$ cat config.mk
export PLATFORM = sky130hd
export DESIGN_NAME = rf_writeback
export DESIGN_NICKNAME = d
export VERILOG_FILES = /design/src/rtl/rf_pkg.sv /design/src/rtl/rf_wb_fifo.sv /design/src/rtl/rf_writeback.sv
export SDC_FILE = /design/constraint.sdc
export NUM_CORES = 1
export LEC_CHECK = 0
export BUFFER_PORTS_ARGS = -buffer_cell sky130_fd_sc_hd__buf_2
export CORE_MARGIN = 2
export CORE_UTILIZATION = 57
export DETAILED_ROUTE_END_ITERATION = 6
export GPL_TIMING_DRIVEN = 1
export PLACE_DENSITY = 0.79
export SYNTH_ARGS = -nofsm -noshare
export SYNTH_HDL_FRONTEND = slang
export SYNTH_HIERARCHICAL = 1
export SYNTH_SLANG_ARGS = --single-unit
$ cat constraint.sdc
create_clock -name clk -period 2.83 [get_ports clk]
set_input_delay 0.1415 -clock clk [delete_from_list [all_inputs] [get_ports clk]]
set_output_delay 0.1415 -clock clk [all_outputs]
set_load 0.02 [all_outputs]
$ cat src/rtl/rf_pkg.sv
// Shared definitions for the register-file write-back slice.
//   XLEN   : result / write-port data width
//   AW     : register address width of the regfile port (only NREGS used)
//   NREGS  : architectural registers tracked by the busy scoreboard
//   wb_entry_t : one buffered multi-cycle result {rd, data}
package rf_pkg;
  localparam int XLEN  = 32;
  localparam int AW    = 6;
  localparam int NREGS = 32;
  localparam int RW    = $clog2(NREGS);

  typedef struct packed {
    logic [AW-1:0]   rd;
    logic [XLEN-1:0] data;
  } wb_entry_t;

  // Addresses beyond the architectural file are never considered busy.
  function automatic logic busy_of(logic [NREGS-1:0] busy, logic [AW-1:0] rd);
    logic hit;
    hit = 1'b0;
    if (rd < AW'(NREGS)) hit = busy[rd[RW-1:0]];
    return hit;
  endfunction

  function automatic logic tracked(logic [AW-1:0] rd);
    return (rd != '0) && (rd < AW'(NREGS));
  endfunction
endpackage

$ cat src/rtl/rf_wb_fifo.sv
// Synchronous FIFO of wb_entry_t buffering multi-cycle (LSU/MUL) results.
//   clk, rst_n     : clock, async active-low reset (clears pointers/count)
//   push, push_entry : write one entry (caller guarantees !full)
//   pop            : drop the head entry (caller guarantees !empty)
//   head           : current head entry (valid when !empty)
//   full, empty, count : occupancy, derived from the registered count
module rf_wb_fifo
  import rf_pkg::*;
#(
  parameter  int DEPTH = 4,
  localparam int CW    = $clog2(DEPTH) + 1
) (
  input  logic          clk,
  input  logic          rst_n,
  input  logic          push,
  input  wb_entry_t     push_entry,
  input  logic          pop,
  output wb_entry_t     head,
  output logic          full,
  output logic          empty,
  output logic [CW-1:0] count
);
  localparam int PW = $clog2(DEPTH);

  wb_entry_t     mem [DEPTH];
  logic [PW-1:0] wr_ptr;
  logic [PW-1:0] rd_ptr;

  // Storage carries no reset; only the pointers and count define validity.
  always_ff @(posedge clk) begin
    if (push) mem[wr_ptr] <= push_entry;
  end

  // DEPTH is a power of two, so the pointers wrap naturally.
  always_ff @(posedge clk or negedge rst_n) begin
    if (!rst_n) begin
      wr_ptr <= '0;
      rd_ptr <= '0;
      count  <= '0;
    end else begin
      if (push) wr_ptr <= wr_ptr + 1'b1;
      if (pop)  rd_ptr <= rd_ptr + 1'b1;
      case ({push, pop})
        2'b10:   count <= count + 1'b1;
        2'b01:   count <= count - 1'b1;
        default: count <= count;
      endcase
    end
  end

  assign head  = mem[rd_ptr];
  assign full  = (count == CW'(DEPTH));
  assign empty = (count == '0);
endmodule

$ cat src/rtl/rf_writeback.sv
// Write-side master of the 32x32 register file.
// Merges single-cycle ALU results with buffered multi-cycle LSU/MUL results,
// keeps a busy scoreboard of pending multi-cycle destinations and flags
// read-after-write hazards to decode.
// Optional feature macro: RF_WB_BYPASS_EN (adds fwd1_*/fwd2_* forwarding ports).
//   clk, rst_n          : clock, async active-low reset
//   alu_valid/rd/data   : ALU result, no backpressure, has write priority
//   lsu_valid/ready/rd/data : multi-cycle result, valid/ready handshake into FIFO
//   iss_valid, iss_rd   : multi-cycle op issue, marks iss_rd busy
//   chk_ra1, chk_ra2    : decode-stage sources checked against the scoreboard
//   hazard              : decode must stall
//   alu_stall           : FIFO full, upstream should insert an ALU bubble
//   wa, wd, we          : registered regfile write port
//   fwd1/2_hit, fwd1/2_data : (bypass build) forwarding of the current write
module rf_writeback
  import rf_pkg::*;
#(
  parameter int FIFO_DEPTH = 4
) (
  input  logic            clk,
  input  logic            rst_n,
  input  logic            alu_valid,
  input  logic [AW-1:0]   alu_rd,
  input  logic [XLEN-1:0] alu_data,
  input  logic            lsu_valid,
  output logic            lsu_ready,
  input  logic [AW-1:0]   lsu_rd,
  input  logic [XLEN-1:0] lsu_data,
  input  logic            iss_valid,
  input  logic [AW-1:0]   iss_rd,
  input  logic [AW-1:0]   chk_ra1,
  input  logic [AW-1:0]   chk_ra2,
  output logic            hazard,
  output logic            alu_stall,
`ifdef RF_WB_BYPASS_EN
  output logic            fwd1_hit,
  output logic [XLEN-1:0] fwd1_data,
  output logic            fwd2_hit,
  output logic [XLEN-1:0] fwd2_data,
`endif
  output logic [AW-1:0]   wa,
  output logic [XLEN-1:0] wd,
  output logic            we
);
  localparam int CW = $clog2(FIFO_DEPTH) + 1;

  wb_entry_t        head;
  logic             full;
  logic             empty;
  logic [CW-1:0]    count;
  logic             push;
  logic             pop;
  logic             iss_set;
  logic [NREGS-1:0] busy;
  logic [NREGS-1:0] busy_nxt;

  // Readiness comes from the registered count only: a full FIFO refuses a
  // push even in a cycle where it also pops.
  assign lsu_ready = !full;
  assign alu_stall = full;
  assign push      = lsu_valid && lsu_ready;
  assign pop       = !alu_valid && !empty;
  assign iss_set   = iss_valid && tracked(iss_rd);

  rf_wb_fifo #(.DEPTH(FIFO_DEPTH)) u_fifo (
    .clk        (clk),
    .rst_n      (rst_n),
    .push       (push),
    .push_entry ('{rd: lsu_rd, data: lsu_data}),
    .pop        (pop),
    .head       (head),
    .full       (full),
    .empty      (empty),
    .count      (count)
  );

  // Write port: ALU first, otherwise FIFO head; x0 never asserts we.
  always_ff @(posedge clk or negedge rst_n) begin
    if (!rst_n) begin
      we <= 1'b0;
      wa <= '0;
      wd <= '0;
    end else if (alu_valid) begin
      we <= (alu_rd != '0);
      wa <= alu_rd;
      wd <= alu_data;
    end else if (pop) begin
      we <= (head.rd != '0);
      wa <= head.rd;
      wd <= head.data;
    end else begin
      we <= 1'b0;
    end
  end

  // Pop clears, issue sets afterwards so a same-cycle set wins.
  always_comb begin
    busy_nxt = busy;
    if (pop && tracked(head.rd)) busy_nxt[head.rd[RW-1:0]] = 1'b0;
    if (iss_set)                 busy_nxt[iss_rd[RW-1:0]]  = 1'b1;
  end

  always_ff @(posedge clk or negedge rst_n) begin
    if (!rst_n) busy <= '0;
    else        busy <= busy_nxt;
  end

`ifdef RF_WB_BYPASS_EN
  // Marks that the write now on wa/wd came from a pop that really retired
  // the busy bit (not re-set by an issue to the same rd in that cycle).
  logic wb_clr;

  always_ff @(posedge clk or negedge rst_n) begin
    if (!rst_n) wb_clr <= 1'b0;
    else        wb_clr <= pop && !(iss_valid && iss_rd == head.rd);
  end

  assign fwd1_hit  = we && (wa == chk_ra1) && (wa != '0);
  assign fwd2_hit  = we && (wa == chk_ra2) && (wa != '0);
  assign fwd1_data = wd;
  assign fwd2_data = wd;

  assign hazard = (busy_of(busy, chk_ra1) && !(fwd1_hit && wb_clr))
                | (busy_of(busy, chk_ra2) && !(fwd2_hit && wb_clr))
                | (iss_valid && busy_of(busy, iss_rd));
`else
  assign hazard = busy_of(busy, chk_ra1)
                | busy_of(busy, chk_ra2)
                | (iss_valid && busy_of(busy, iss_rd));
`endif
endmodule

==> flow_metrics.env <==
export IMPL_route_met2_wl_um=13100
export IMPL_detailroute_wirelength_met3_um=1980
export IMPL_post_drt_wl_per_cell_um=22.9
export IMPL_rsz_0062_raised_after_global_routing="false"
export IMPL_final_util_pct=71.8
export IMPL_cts_buffers_inserted=22
export IMPL_detail_route_iter0_violations=416
export IMPL_static_leakage_power_nw=4.80
export IMPL_cts_resized=0
export IMPL_slew_violations=0
export IMPL_die_height_um=137
export IMPL_dp_final_hpwl_um=15400
export IMPL_design_die_area_um2=18800
export IMPL_criticalPathCategory="reg2out"
export IMPL_mostFrequentLayoutCell="sky130_fd_sc_hd__edfxtp_1"
export IMPL_power_density_nw_per_um2=961
export IMPL_antenna_found_initial=2
export IMPL_grt_ovfl_total=0
export IMPL_clk_transition_reported_paths_ps=60
export IMPL_slew_limit_headroom_pct=28.2
export IMPL_register_bit_count_reported_by_yosys=230
export IMPL_drc=0
export IMPL_area_used_by_multi_input_combinational_logic_um2=3300
export IMPL_timing_final_crit_share_pct=90.0
export IMPL_gpl_final_weighted_congestion=0.882
export IMPL_synth_to_layout_area_growth_pct=22.8
export IMPL_timing_hold_violations_final=0
export IMPL_dpl_instance_area_um2=11000
export IMPL_synth_adder_area_share_pct=0.816
export IMPL_ys_flop_type="sky130_fd_sc_hd__edfxtp_1"
export IMPL_worst_ir_drop_vdd_v=0.000689
export IMPL_worst_r2r_startpoint="u_fifo/rd_ptr[0]"
export IMPL_postSynth_asyncResetShare_pct=33.9
export IMPL_final_fill_count=1070
export IMPL_sum_neg_setup_slack_ps=0
export IMPL_synth_mux_area_share_pct=18.3
export IMPL_worst_skew_pair_late_latency_ps=500
export IMPL_synth_top_cell_area_share_pct=45.1
export IMPL_finalNetCount=955
export IMPL_max_cap_violations=0
export IMPL_worst_path_max_fanout=4
export IMPL_syn_num_nets=741
export IMPL_critical_path_arrival_ps=2410
export IMPL_core_area_um2=17300
export IMPL_initial_core_util_pct=58.5
export IMPL_highest_signal_layer="met4"
export IMPL_drt_met1_wl_um=9300
export IMPL_worstSetupStartpoint="busy[10]"
export IMPL_avg_vias_per_cell=6.13
export IMPL_count_of_buffers_inserted_at_the_top_level_ports=140
export IMPL_ioPinCount=141
export IMPL_timing_worst_slew_pin_value_ps=1080
export IMPL_synth_cell_types=53
export IMPL_worst_skew_ps=10.9
export IMPL_grt_pass1_vias=6991
export IMPL_synth_seq_area_share_pct=64.4
export IMPL_synth_edf_count=152
export IMPL_synthSimpleGateAreaFrac_pct=6.90
export IMPL_report_final_setup_viol=0
export IMPL_synth_compound_area_share_pct=6.07
export IMPL_post_synth_xor_area_fraction_pct=0.519
export IMPL_critPathCaptureType="output pin"
export IMPL_top_achievable_clock_speed_mhz=393
export IMPL_hold_path_class="in2reg"
export IMPL_numClockSinks=230
export IMPL_globalRouteTotalUtil_pct=27.2
export IMPL_finalPower_w=0.0119
export IMPL_final_antenna_net_count=0
export IMPL_place_detailed_instances=973
export IMPL_syn_area_um2=10100
export IMPL_synth_cells=636
export IMPL_worst_hold_startpoint="alu_valid"
export IMPL_synth_area_per_cell_um2=15.9
export IMPL_cts_root_buf="sky130_fd_sc_hd__clkbuf_16"
export IMPL_design_area_um2=12400
export IMPL_tritoncts="built"
export IMPL_wire_length_of_the_first_global_routing_pass_um=38300
export IMPL_finalWirelength_um=25000
export IMPL_dieWidth_um=137
export IMPL_first_pass_iters=5
export IMPL_mostFrequentLayoutCells="sky130_fd_sc_hd__edfxtp_1 (152), sky130_fd_sc_hd__buf_2 (139), sky130_fd_sc_hd__dlygate4sd3_1 (78), sky130_fd_sc_hd__dfrtp_1 (76), sky130_fd_sc_hd__nand2_1 (65)"
export IMPL_floorplan_rows=48
export IMPL_route_vias_total=6697
export IMPL_clockBufferDepth=3
export IMPL_synth_warnings=6
export IMPL_largest_family_of_logic_cells_by_synthesized_area="multiplexers"
export IMPL_grt_max_degree=79
export IMPL_outcome="completed"
export IMPL_required_ps=2690
export IMPL_drive_above_1_share_pct=29.7
export IMPL_startpoint_type="flop"
export IMPL_finalNonFillerCells=1093
export IMPL_htreeDepth=1
export IMPL_final_period_minus_worst_setup_slack_ps=2550
export IMPL_seqCellArea_um2=6520
export IMPL_yosys_top_cell_by_area="sky130_fd_sc_hd__edfxtp_1"
export IMPL_yosys_top_cells_area="sky130_fd_sc_hd__edfxtp_1 (45%), sky130_fd_sc_hd__dfrtp_1 (19%), sky130_fd_sc_hd__mux4_2 (11%)"
where the power goes:
part	internal, W	switching, W
Combinational	0.00181	0.00221
Clock	0.00156	0.00121
Sequential	0.00455	0.000607
what timing repair did:
action | in CTS | in global routing
endpoints found under the hold margin | 269 | 0
buffers inserted | 0 | 0
hold buffers | 78 | 0
final cells by class:
| type | count | share of cell area, % |
|---|---|---|
| Timing Repair Buffer | 231 | 12.8 |
| Clock buffer | 29 | 5.06 |
| Clock inverter | 11 | 0.413 |
| Tap cell | 225 | 2.27 |
| Multi-Input combinational cell | 354 | 26.6 |
| Antenna cell | 2 | 0.0403 |
| Inverter | 11 | 0.332 |
| Sequential cell | 230 | 52.5 |
worst max-delay path: stages (launching register included):
cell,delay [ps]
sky130_fd_sc_hd__dfrtp_1,440
sky130_fd_sc_hd__mux4_2,490
sky130_fd_sc_hd__nor2b_4,130
sky130_fd_sc_hd__a211o_1,300
sky130_fd_sc_hd__a32oi_1,230
sky130_fd_sc_hd__nand4_1,130
sky130_fd_sc_hd__buf_2,180
per-layer routing:
layer	up-vias	global-route usage, %
met3	58	5.33
met1	3364	34.2
met4	0	10.1
met2	356	47.2
met5	-	0
li1	2919	-
sequential cells by signal, indices dropped and copies added, names as in the netlist:
name	flops
u_fifo/count	3
u_fifo/rd_ptr	2
u_fifo/mem	152
u_fifo/wr_ptr	2
busy	32
wa	6
wd	32
we	1
through the flow:
step | hold WS [ps] | setup slack, ps
detailed placement | 352 | 295
CTS | 11.2 | 264
global placement | 349 | 372
floorplan | -154 | 439
finish | 14.6 | 283
global route | 44.8 | 114
cells in the mapped netlist, types with 3 or more instances:
master,number
sky130_fd_sc_hd__nor4_1,4
sky130_fd_sc_hd__a22o_1,11
sky130_fd_sc_hd__edfxtp_1,152
sky130_fd_sc_hd__a31oi_1,3
sky130_fd_sc_hd__mux4_1,7
sky130_fd_sc_hd__nor2b_1,3
sky130_fd_sc_hd__a32o_1,5
sky130_fd_sc_hd__mux2_2,5
sky130_fd_sc_hd__nand2_1,65
sky130_fd_sc_hd__nor3b_1,5
sky130_fd_sc_hd__o21ai_0,62
sky130_fd_sc_hd__inv_1,11
sky130_fd_sc_hd__buf_12,4
sky130_fd_sc_hd__nor2_1,13
sky130_fd_sc_hd__nand3b_1,6
sky130_fd_sc_hd__dfrtp_1,78
sky130_fd_sc_hd__o41ai_1,3
sky130_fd_sc_hd__mux4_2,50
sky130_fd_sc_hd__ha_1,5
sky130_fd_sc_hd__nand3_1,6
sky130_fd_sc_hd__and3_1,5
sky130_fd_sc_hd__clkbuf_1,18
sky130_fd_sc_hd__o2bb2ai_1,3
sky130_fd_sc_hd__nand2b_1,4
sky130_fd_sc_hd__and2_1,6
sky130_fd_sc_hd__nand4_1,3
sky130_fd_sc_hd__nor3_1,3
sky130_fd_sc_hd__mux2i_1,48
sky130_fd_sc_hd__buf_2,12
sky130_fd_sc_hd__xor2_1,4
cell families after synthesis:
family	Yosys count
AOI/OAI and AO/OA	96
xor gates and xnor gates	6
adders and majority gates	6
buffers and inverters	52
DFF	230
muxes	110
and+or+nand+nor	136
path summary, 6_finish.rpt:
| kind | end | slack [ps] | cells past startpoint |
|---|---|---|---|
| setup / recovery | hazard | 280 | 6 |
| hold / removal | wa[3] | 10 | 2 |
| setup reg to reg | busy[3] | 290 | 6 |
| hold reg to reg | busy[0] | 450 | 0 |
| max in group asynchronous | u_fifo/rd_ptr[1] | 1660 | 2 |
| min in group asynchronous | wd[0] | 400 | 2 |
Note: power is estimated with default switching activity, not from simulation.
